### src/rtl/uart_pkg.sv
// uart_pkg: shared state encoding and constants for the serial transmitter.
// Build option: define UART_TX_TWO_STOP_EN to send two stop bits per frame
// (STOP_COUNT=2); leave it undefined for a single stop bit.
package uart_pkg;

  // Frame sequencing states
  typedef enum logic [2:0] {
    IDLE   = 3'd0,
    START  = 3'd1,
    DATA   = 3'd2,
    PARITY = 3'd3,
    STOP   = 3'd4
  } tx_state_t;

  // parityType encodings
  localparam logic PARITY_EVEN = 1'b0;
  localparam logic PARITY_ODD  = 1'b1;

  // Clock cycles per serial bit, matched to the receiver's 16x sampling
  localparam int DEFAULT_OVERSAMPLE = 16;

`ifdef UART_TX_TWO_STOP_EN
  localparam int STOP_COUNT = 2;
`else
  localparam int STOP_COUNT = 1;
`endif

endpackage

### src/rtl/uart_tx_bit_timer.sv
// uart_tx_bit_timer: OVERSAMPLE-modulo bit timer. Counts 0..OVERSAMPLE-1
// while enabled and strobes tick on the terminal count, then restarts at 0.
// clear forces the count back to 0 so a new frame starts on a bit boundary.
module uart_tx_bit_timer
  import uart_pkg::*;
#(
  parameter int OVERSAMPLE = DEFAULT_OVERSAMPLE
) (
  input  logic clk,
  input  logic reset,
  input  logic clear,
  input  logic enable,
  output logic tick
);

  localparam int CNT_W = (OVERSAMPLE > 1) ? $clog2(OVERSAMPLE) : 1;
  localparam logic [CNT_W-1:0] CNT_LAST = CNT_W'(OVERSAMPLE - 1);
  localparam logic [CNT_W-1:0] CNT_ONE  = CNT_W'(1);

  logic [CNT_W-1:0] cnt_r;
  logic             tick_s;

  // Terminal-count strobe: only meaningful while the timer is running
  always_comb begin
    tick_s = 1'b0;
    if (enable && (cnt_r == CNT_LAST)) begin
      tick_s = 1'b1;
    end else begin
      tick_s = 1'b0;
    end
  end

  assign tick = tick_s;

  // Cycle counter within the current serial bit; never runs past CNT_LAST
  always_ff @(posedge clk) begin
    if (reset) begin
      cnt_r <= '0;
    end else if (clear) begin
      cnt_r <= '0;
    end else if (enable) begin
      if (tick_s) begin
        cnt_r <= '0;
      end else begin
        cnt_r <= cnt_r + CNT_ONE;
      end
    end else begin
      cnt_r <= cnt_r;
    end
  end

endmodule

### src/rtl/uart_serial_transmitter.sv
// uart_serial_transmitter: serialises a latched byte as
// start(0), DATA_BITS LSB-first, optional parity, stop(1), each bit held
// OVERSAMPLE cycles. All outputs come straight from flops.
// Build option: UART_TX_TWO_STOP_EN selects two stop bits (see uart_pkg).
module uart_serial_transmitter
  import uart_pkg::*;
#(
  parameter int OVERSAMPLE = DEFAULT_OVERSAMPLE,
  parameter int DATA_BITS  = 8
) (
  input  logic                 clk,
  input  logic                 reset,
  input  logic                 start,
  input  logic [DATA_BITS-1:0] data,
  input  logic                 parity,
  input  logic                 parityType,
  output logic                 out,
  output logic                 busy,
  output logic                 done
);

  localparam int BIT_W = (DATA_BITS > 1) ? $clog2(DATA_BITS) : 1;
  localparam logic [BIT_W-1:0] BIT_LAST  = BIT_W'(DATA_BITS - 1);
  localparam logic [BIT_W-1:0] BIT_ONE   = BIT_W'(1);
  localparam logic             STOP_LAST = 1'(STOP_COUNT - 1);

  tx_state_t            state_r;
  logic [DATA_BITS-1:0] data_lat_r;
  logic [DATA_BITS-1:0] shift_r;
  logic [BIT_W-1:0]     bit_cnt_r;
  logic                 stop_cnt_r;
  logic                 par_en_r;
  logic                 par_type_r;
  logic                 out_r;
  logic                 busy_r;
  logic                 done_r;

  logic                 accept_s;
  logic                 timer_en_s;
  logic                 tick_s;

  // Parity bit so the total count of ones (payload plus this bit) is even or odd
  function automatic logic calc_parity(input logic [DATA_BITS-1:0] d,
                                       input logic                 ptype);
    logic ones_odd;
    ones_odd = ^d;
    case (ptype)
      PARITY_EVEN: calc_parity = ones_odd;
      PARITY_ODD:  calc_parity = ~ones_odd;
      default:     calc_parity = ones_odd;
    endcase
  endfunction

  // Accept a request only in IDLE; the bit timer runs for the whole frame
  always_comb begin
    accept_s   = 1'b0;
    timer_en_s = 1'b0;
    if (state_r == IDLE) begin
      accept_s   = start;
      timer_en_s = 1'b0;
    end else begin
      accept_s   = 1'b0;
      timer_en_s = 1'b1;
    end
  end

  uart_tx_bit_timer #(
    .OVERSAMPLE (OVERSAMPLE)
  ) u_bit_timer (
    .clk    (clk),
    .reset  (reset),
    .clear  (accept_s),
    .enable (timer_en_s),
    .tick   (tick_s)
  );

  // Frame sequencer with registered line, busy and done outputs
  always_ff @(posedge clk) begin
    if (reset) begin
      state_r    <= IDLE;
      data_lat_r <= '0;
      shift_r    <= '0;
      bit_cnt_r  <= '0;
      stop_cnt_r <= 1'b0;
      par_en_r   <= 1'b0;
      par_type_r <= 1'b0;
      out_r      <= 1'b1;
      busy_r     <= 1'b0;
      done_r     <= 1'b0;
    end else begin
      done_r <= 1'b0;
      case (state_r)
        IDLE: begin
          if (start) begin
            data_lat_r <= data;
            shift_r    <= data;
            par_en_r   <= parity;
            par_type_r <= parityType;
            bit_cnt_r  <= '0;
            stop_cnt_r <= 1'b0;
            state_r    <= START;
            out_r      <= 1'b0;
            busy_r     <= 1'b1;
          end else begin
            out_r  <= 1'b1;
            busy_r <= 1'b0;
          end
        end
        START: begin
          if (tick_s) begin
            state_r   <= DATA;
            out_r     <= shift_r[0];
            bit_cnt_r <= '0;
          end
        end
        DATA: begin
          if (tick_s) begin
            shift_r <= shift_r >> 1;
            if (bit_cnt_r == BIT_LAST) begin
              if (par_en_r) begin
                state_r <= PARITY;
                out_r   <= calc_parity(data_lat_r, par_type_r);
              end else begin
                state_r    <= STOP;
                out_r      <= 1'b1;
                stop_cnt_r <= 1'b0;
              end
            end else begin
              out_r     <= shift_r[1];
              bit_cnt_r <= bit_cnt_r + BIT_ONE;
            end
          end
        end
        PARITY: begin
          if (tick_s) begin
            state_r    <= STOP;
            out_r      <= 1'b1;
            stop_cnt_r <= 1'b0;
          end
        end
        STOP: begin
          if (tick_s) begin
            if (stop_cnt_r == STOP_LAST) begin
              state_r    <= IDLE;
              out_r      <= 1'b1;
              busy_r     <= 1'b0;
              done_r     <= 1'b1;
              stop_cnt_r <= 1'b0;
            end else begin
              stop_cnt_r <= stop_cnt_r + 1'b1;
            end
          end
        end
        default: begin
          state_r <= IDLE;
          out_r   <= 1'b1;
          busy_r  <= 1'b0;
        end
      endcase
    end
  end

  assign out  = out_r;
  assign busy = busy_r;
  assign done = done_r;

endmodule

### config.mk
export PLATFORM = sky130hd
export DESIGN_NAME = uart_serial_transmitter
export DESIGN_NICKNAME = d
export VERILOG_FILES = /design/src/rtl/uart_pkg.sv /design/src/rtl/uart_tx_bit_timer.sv /design/src/rtl/uart_serial_transmitter.sv
export SDC_FILE = /design/constraint.sdc
export NUM_CORES = 1
export LEC_CHECK = 0
export CORE_MARGIN = 10
export CORE_UTILIZATION = 55
export CTS_CLUSTER_DIAMETER = 60
export CTS_CLUSTER_SIZE = 40
export DETAILED_ROUTE_END_ITERATION = 10
export PLACE_DENSITY = 0.83
export SYNTH_ARGS = -nofsm -noshare
export SYNTH_HDL_FRONTEND = slang
export SYNTH_SLANG_ARGS = --single-unit
### constraint.sdc
create_clock -name clk -period 1.8 [get_ports clk]
set_input_delay 0.36 -clock clk [delete_from_list [all_inputs] [get_ports clk]]
set_output_delay 0.36 -clock clk [all_outputs]
set_load 0.05 [all_outputs]
# [Word level (Yosys, flattened, before mapping)]
# Index checks and enable logic that the tools add are counted.
[classes] eq_ne=15 reduce_logical=16 addsub=3 bitwise=5 mux=44
[op_table] operator="two-way mux 3 bit" n=12
[op_table] operator="two-way mux 1 bit" n=22
[op_table] operator="!= test 2 bit, second input constant" n=9
[op_table] operator="two-way mux 8 bit" n=2
[op_table] operator="one-hot mux 8 bit (2 select lines)" n=1
[op_table] operator="one-hot mux 3 bit (5 select lines)" n=1
[op_table] operator="AND reduction 7 bit" n=2
[op_table] operator="AND reduction 5 bit" n=2
[op_table] operator="one-hot mux 3 bit (3 select lines)" n=1
[op_table] operator="parity 8 bit" n=1
[op_table] operator="equality test 3 x 2 -> 1 bit, second input constant" n=2
[op_table] operator="equality test 3 bit, second input constant" n=2
[op_table] operator="AND reduction 3 bit" n=2
[op_table] operator="OR reduction 3 bit" n=2
[op_table] operator="inverter 1 bit" n=5
[op_table] operator="one-hot mux 1 bit (5 select lines)" n=1
[op_table] operator="adder 4 x 1 -> 4 bit, second input constant" n=1
[op_table] operator="equality test 4 bit, second input constant" n=1
[op_table] operator="two-way mux 4 bit" n=1
[op_table] operator="one-hot mux 1 bit (4 select lines)" n=1
[op_table] operator="nonzero test 4 bit" n=1
[op_table] operator="adder 3 x 1 -> 3 bit, second input constant" n=1
[op_table] operator="equality test 3 x 1 -> 1 bit, second input constant" n=1
[op_table] operator="logical NOT 3 bit" n=1
[op_table] operator="8 further kinds" n=8
[word_totals] output_inout_bits=3 wordCells=94 input_bits=13 register_bits=32

# [Logic depth before layout (Yosys ltp)]
[depth] ltp_word=7 depth_mapped=7 depth_no_buf=7

# [Modules after synthesis]
# From an unflattened synthesis, not the netlist that was laid out.
[hier_totals] hier_cells=179 area_unflattened_um2=1561.5
[by_module_without_submodules] mod="uart_serial_transmitter" area_each_um2=1368.8 cells_each=158 seq_area_each_um2=540.5 n_inst=1
[by_module_without_submodules] mod="uart_tx_bit_timer" area_each_um2=192.7 cells_each=21 seq_area_each_um2=80.1 n_inst=1

# [Worst setup path after synthesis]
# OpenSTA, ideal clock, no wires.
[synth_timing] path_kind="register to register" from="register bit_cnt_r[0]" to="register out_r (netlist: out)" path_buffers=0 period_less_slack_ns=1.576 slack_ns=0.224 required_ns=1.714 t_arrival_ns=1.491 stages_incl_launch_ff=8 setup_ns=0.086 path_cell_list="dfxtp_1 ha_1 ha_1 nand2b_1 and3_1 o21ai_0 a2111oi_2 a211oi_1"
[synth_between] elab_chain_len=4
[synth_rtl] element="start: declaration" line="uart_serial_transmitter.sv:30" rtl="logic [BIT_W-1:0] bit_cnt_r;"
[synth_rtl] element="start signal: assignment" line="uart_serial_transmitter.sv:130" rtl="bit_cnt_r <= bit_cnt_r + BIT_ONE;"
[synth_rtl] element="equality test 3 bit" line="uart_serial_transmitter.sv:119" rtl="if (bit_cnt_r == BIT_LAST) begin"
[synth_rtl] element="two-way mux 1 bit" line="uart_serial_transmitter.sv:119"
[synth_rtl] element="two-way mux 1 bit" line="uart_serial_transmitter.sv:117" rtl="if (tick_s) begin"
[synth_rtl] element="one-hot mux 1 bit (5 select lines)" line="uart_serial_transmitter.sv:92" rtl="case (state_r)"
[synth_rtl] element="end signal: assignment" line="uart_serial_transmitter.sv:112" rtl="out_r <= shift_r[0];"
[synth_rtl] element="end signal: assignment" line="uart_serial_transmitter.sv:122" rtl="out_r <= calc_parity(data_lat_r, par_type_r);"
[synth_rtl] element="end signal: assignment" line="uart_serial_transmitter.sv:129" rtl="out_r <= shift_r[1];"
[synth_rtl] element="end: declaration" line="uart_serial_transmitter.sv:34" rtl="logic out_r;"
# No other way between the ends. The select of a mux whose other input is x is not followed.
# A chain may end at the register's enable or synchronous reset.

# [Worst setup path after layout]
[layout_timing] from="register bit_cnt_r[0]" to="register bit_cnt_r[1]"
[layout_between] elab_chain_len=4 elab_cells_between_ends=7 classes_between="1 x add/sub; 2 x eq/ne; 3 x mux; 1 x reduce/logical"
[layout_rtl] element="adder 3 x 1 -> 3 bit" line="uart_serial_transmitter.sv:130"
[layout_rtl] element="two-way mux 3 bit" line="uart_serial_transmitter.sv:119"
[layout_rtl] element="two-way mux 3 bit" line="uart_serial_transmitter.sv:117"
[layout_rtl] element="one-hot mux 3 bit (3 select lines)" line="uart_serial_transmitter.sv:92"
# Several ways; a longest one is shown, not always the timed one. The select of a mux whose other input is x is not followed.

==> results.ini <==
[pwr]
internal-power_mw=1.34
sw_frac_of_total_pct=32.3
p_per_area_nw_per_um2=1070
p_leak_nw=0.690
p_switching_uw=639
ir_drop_uv=918
power.share.combinational_pct=31.2
pwr-share-clk_pct=26.5
seqPwrFrac_pct=42.3

[place]
dpl-instance-area_sq_um=1760
place_congestion=0.845
dp.cells=225
numPortBuffers=15
dp.final_hpwl_um=2470
pre_cts_ws_ps=3.51

[detailed_routing]
drc=0
drtIter0Drc=106
antenna_left=0
post_drt_wl_per_cell_um=14.2
viasPerCell=5.72
first_pass_iters=4
wl_um=3310
num_vias=1328

[sta]
hold_viol_final=0
final-max-slew-violation-count=0
fmax_mhz=600
finalCritPeriodShare_pct=92.5
setup_viol=0
tns_ps=0
fin_skew_ps=13.8
tightest_slew_ps=390
max_slew_margin_pct=73.9
fin_crit_ps=1670
rsz0062_at_grt=no
worst_slack_ps=134

[worst_setup_path]
rr_worst_depth=7
cp-end-kind=register
r2r_slack_ps=130
crit_required_ps=2080
crit_path_top_delay_cell=dfxtp_1
critPathKind=reg -> reg
crit_family=compound AO/OA/AOI/OAI gates
r2r_start=bit_cnt_r[0]
slowest_delay_ps=340
cp_num_buf_inv=0
arrival_ps=1950
crit_fanout=6
rr_endpoint=bit_cnt_r[1]
crit_chain=ha_1 > ha_1 > nor3b_1 > o211ai_2 > a21oi_4 > nand3_1 > a21oi_1
cpMostUsedCell=ha_1
start_kind=register
crit_cells=7

[clock_network]
ctsHoldBuffers=0
cts_max_level=2
clkLatencyLatePin_ps=350
cts_buffers=5
cts.repair.resized=0
clockRootBuffer=clkbuf_4
cts_tree=yes
cts_sinks=31
post_cts.repair.setup_buffers=0
cts_buffer_depth=2
clk_pin_slew_ps=100

[flow_run]
drv_cap=0

[synthesis]
syn_inst=181
syn_area_per_cell_sq_um=8.66
syn_area_sq_um=1570
async_flop_share_pct=0
synth_commonest_cells=dfxtp_1, nand2_1, a21oi_1, nor2_1, mux2i_1
synth_cell_type_count=40
synthFlopType=dfxtp_1
yosys_warnings=0
yosysTopAreaCell=dfxtp_1
synth-seq-cells=31
yosys.cell_count.top_type=dfxtp_1
syn-num-nets=197
synth-edff-count=0
synth_top_area_share_pct=39.6
ys_top_cells_by_area=dfxtp_1, a21oi_1, mux2i_1
seq_area_frac_synth_pct=39.6

[global_routing]
grt_use_total_pct=13.4
grt_max_degree=21
antenna_found_initial=0
grt_pass1_vias=1316
grt-ovfl-total=0
grt_pass1_wl_um=5760

[floorplan]
die_w_um=73.4
dieArea_sq_um=5390
rows=19
io_pins=16
coreArea_sq_um=2730
die_y_um=73.4
start_util_pct=57.3

[final_layout]
drive_gt1_share_pct=15.9
num_antenna_cells=0
area_growth_pct=18.0
postLayoutCellArea_sq_um=1850
n_fill_cell=233
final_cells=232
fin_nets=217

[worst_hold_path]
whs_path_depth=2
worstHoldStart=data_lat_r[4]
worst_hold_path_type=reg -> reg
min_to=data_lat_r[4]

[status]
outcome=finished clean

==> cell usage in the layout (no fill, tap or decap), types with 2 or more instances in the layout <==
cell	count
buf_4	12
clkdlybuf4s50_1	12
inv_1	3
o21ai_1	2
nand3b_1	3
o211ai_2	2
dfxtp_1	30
nand2_1	25
clkbuf_4	5
nor3_1	3
nand2b_1	7
mux2i_1	10
nand3_1	5
ha_1	2
o21ai_0	3
nor2_1	14
xnor2_1	5
and3_1	2
a211oi_1	9
a21oi_1	22
==> per-stage QoR <==
step	utilization [%]	hold slack [ps]	power (mW)
2_1_floorplan	-	448	1.31
3_3_place_gp	64.4	457	1.42
3_5_place_dp	64.4	463	1.45
4_1_cts	67.0	476	1.97
5_1_grt	67.7	505	2.09
6_report	67.7	475	1.98
==> cells by family (layout without fill, tap and decap cells) <==
family	count (synthesis)	count (layout)	share of synthesized area, %
AO/OA/AOI/OAI	43	43	17.7
XOR/XNOR	7	7	4.79
adder cells (fa/ha/maj)	3	3	2.39
buffers and inverters	15	35	5.51
flip-flops	31	31	39.6
multiplexers	10	10	6.38
AND/OR/NAND/NOR	72	72	23.6
==> registers in the layout, indices dropped and copies added (netlist names), 3 cells and up <==
name               cells
data_lat_r             8
shift_r                8
u_bit_timer.cnt_r      4
bit_cnt_r              3
state_r                3
==> worst max path at each step <==
stage | from | end
after floorplan | bit_cnt_r[0] | out
after global routing | bit_cnt_r[0] | bit_cnt_r[1]
after CTS | bit_cnt_r[0] | out
after detailed placement | start | out
after global placement | start | out
final | bit_cnt_r[0] | bit_cnt_r[1]
==> power groups by stage <==
| stage | Clock (mW) | Combinational, mW | Sequential (mW) |
|---|---|---|---|
| 3_5_place_dp | 0 | 0.600 | 0.850 |
| 2_1_floorplan | 0 | 0.448 | 0.860 |
| 4_1_cts | 0.535 | 0.603 | 0.834 |
| 5_1_grt | 0.556 | 0.680 | 0.850 |
| 6_report | 0.524 | 0.616 | 0.837 |
| 3_3_place_gp | 0 | 0.579 | 0.843 |
==> cell type report <==
class | instances | area (sq um) | share of cell area, %
clock buffers | 6 | 41.3 | 2.23
clock inverters | 1 | 30.0 | 1.62
inverters | 3 | 11.3 | 0.609
multi-input cells | 135 | 877 | 47.4
flip-flops and latches | 31 | 622 | 33.6
well taps | 31 | 38.8 | 2.10
repair buffers | 25 | 230 | 12.4
==> layer usage <==
metal | routed length (um) | track usage (%) | share of wire (%) | vias to the layer above
li1 | - | - | - | 677
met1 | 1370 | 14.3 | 42 | 611
met2 | 1680 | 22.7 | 51 | 28
met3 | 152 | 3.90 | 4.6 | 12
met4 | 104 | 8.49 | 3.1 | 0
met5 | 0 | 0 | 0 | -
==> tightest hold or removal path: cells and delay by family (launching register included) <==
| family | cells | cell delay [ps] |
|---|---|---|
| AOI/OAI and AO/OA | 1 | 50 |
| and+or+nand+nor | 1 | 50 |
| DFF | 1 | 330 |
Power figures use the tool's default switching activity.
==> edit: new RTL, same settings <==
Set the parameter `DATA_BITS` to 4 (it was 8).
--- a/src/rtl/uart_serial_transmitter.sv
+++ b/src/rtl/uart_serial_transmitter.sv
@@ -6,7 +6,7 @@
   import uart_pkg::*;
 #(
   parameter int OVERSAMPLE = DEFAULT_OVERSAMPLE,
-  parameter int DATA_BITS  = 8
+  parameter int DATA_BITS  = 4
 ) (
   input  logic                 clk,
   input  logic                 reset,
Ports: changed (resized data); port bits go from 16 to 12. No check against the original RTL was run, so the function may have changed too.
==> edit against the original RTL <==
  * Global-route usage is 1.8 points lower
  * Wire length fell by 30%
  * Sequential cell count fell by 9
  * Maximum frequency grew 1.6%
  * Clock skew is 0.012 ns lower
  * Final cell count down 23%
  * Total power decreased by 53%
  * Cell area decreased by 31%
  * Setup slack better by 0.026 ns
  * Critical path depth down 1
  * Synthesized area shrank 31%
  * Highest routed layer unchanged
==> edit: results (changes against the original RTL) <==
relative slew slack=69.80% (was 73.94%); metal2 WL=1.055 mm (was 1.676 mm); post-synthesis xor/xnor area fraction=3.218% (was 4.789%); CP peak stage delay=0.40 ns (was 0.34 ns); FF/Latch Area=440.4 sq um (was 621.8 sq um); Signal buf overhead=12.72% (was 12.44%); critical path's top delay family=simple AND/OR/NAND/NOR gates (was compound AO/OA/AOI/OAI gates); Final Cell Area=1279 sq um (was 1851 sq um); dpl cells=175 (was 225); core footprint=1922 sq um (was 2734 sq um); Adder-Cell Fraction of Synth Area=2.299% (was 2.394%); seq_cells=22 (was 31); mux cell area share after synthesis=0.9195% (was 6.385%); global-route usage over all layers=11.66% (was 13.45%); largest net degree at the start of global routing=13 (was 21); area of placed instances=1240 sq um (was 1762 sq um); Lkg Pwr=0.0004769 uW (was 0.0006897 uW); Hold/Removal Path Class=reg2reg (unchanged); Yosys cell types=38 (was 40); compound-gate portion of the synthesized area=19.54% (was 17.72%); #MultiIn Comb=105 (was 135); Reg2Reg Depth=6 (was 7); Vias=1002 (was 1328); share of layout cells above drive strength 1=13.16% (was 15.92%); Num CTS Buffers=3 (was 5); fin worst setup slack=0.1603 ns (was 0.1344 ns); First DRT Iteration DRCs=54 (was 106); Critical Path AT=1.89 ns (was 1.95 ns); highest routed layer=met4 (unchanged); Inverters=2 (was 3); Via density=5.598 (was 5.724); outcome=complete, no violations (unchanged); Mapped Avg Cell Area=7.946 sq um (was 8.662 sq um); I/O Buffers=11 (was 15); worst slack, placed=-0.03202 ns (was 0.003509 ns); Largest regs=data_lat_r (4), shift_r (4), u_bit_timer.cnt_r (4) (was data_lat_r (8), shift_r (8), u_bit_timer.cnt_r (4)); clock buffers=4 (was 6); Non-Clock Buffer Count=19 (was 25); clk_lat worst skew=0.30 ns (was 0.35 ns); # fillers=167 (was 233); post-detail-place hpwl=1.794 mm (was 2.466 mm); Final Skew=0.001332 ns (was 0.01380 ns); vias in the first global route=938 (was 1316); top cell types by occurrence after synthesis=dfxtp_1 (22), nand2_1 (22), a21oi_1 (19) (was dfxtp_1 (31), nand2_1 (25), a21oi_1 (22)); H-tree Lvls=1 (was 2); synth warn=0 (unchanged); Max VDD drop=0.0006099 V (was 0.0009181 V); met1 WL=1.075 mm (was 1.372 mm); DR WL met3=128 um (was 152 um); synth top area cells=dfxtp_1 (40%), a21oi_1 (8.7%), nand2_1 (7.6%) (was dfxtp_1 (40%), a21oi_1 (7.0%), mux2i_1 (6.4%)); first-pass GRT wire length=3.988 mm (was 5.761 mm); routability congestion estimate=0.9406 (was 0.8451); sequential area share after synthesis=40.46% (was 39.58%); Clock buf/inv share=2.838% (was 3.854%); Synthesized Nets=148 (was 197); multi-input combinational area share=46.77% (was 47.40%)
-- edit: power breakdown --
part	switching, uW	internal [uW]	leakage [uW]	total [uW]
logic	69.9	64.7	0.000276	135
registers	20.1	508	0.000180	528
clock network	143	124	0.0000210	267
total	233	697	0.000477	930
-- edit: repair_timing --
action                                 in CTS  in global routing
endpoints found under the hold margin       0                  0
buffers inserted                            0                  0
gates resized for setup                     0                  1
setup endpoints to repair                   0                  2
-- edit: routing by layer --
metal  GRT usage [%]  up-vias
met2           18.35       43
met3           2.749        5
met5               0        -
met1           14.60      441
li1                -      513
met4           5.615        0
-- edit: worst paths after layout --
check	start	to	slack (ns)
worst max register to register	u_bit_timer.cnt_r[0]	bit_cnt_r[1]	0.16
worst min register to register	bit_cnt_r[1]	bit_cnt_r[1]	0.47
worst min-delay path	bit_cnt_r[1]	bit_cnt_r[1]	0.47
worst max-delay path	u_bit_timer.cnt_r[0]	bit_cnt_r[1]	0.16
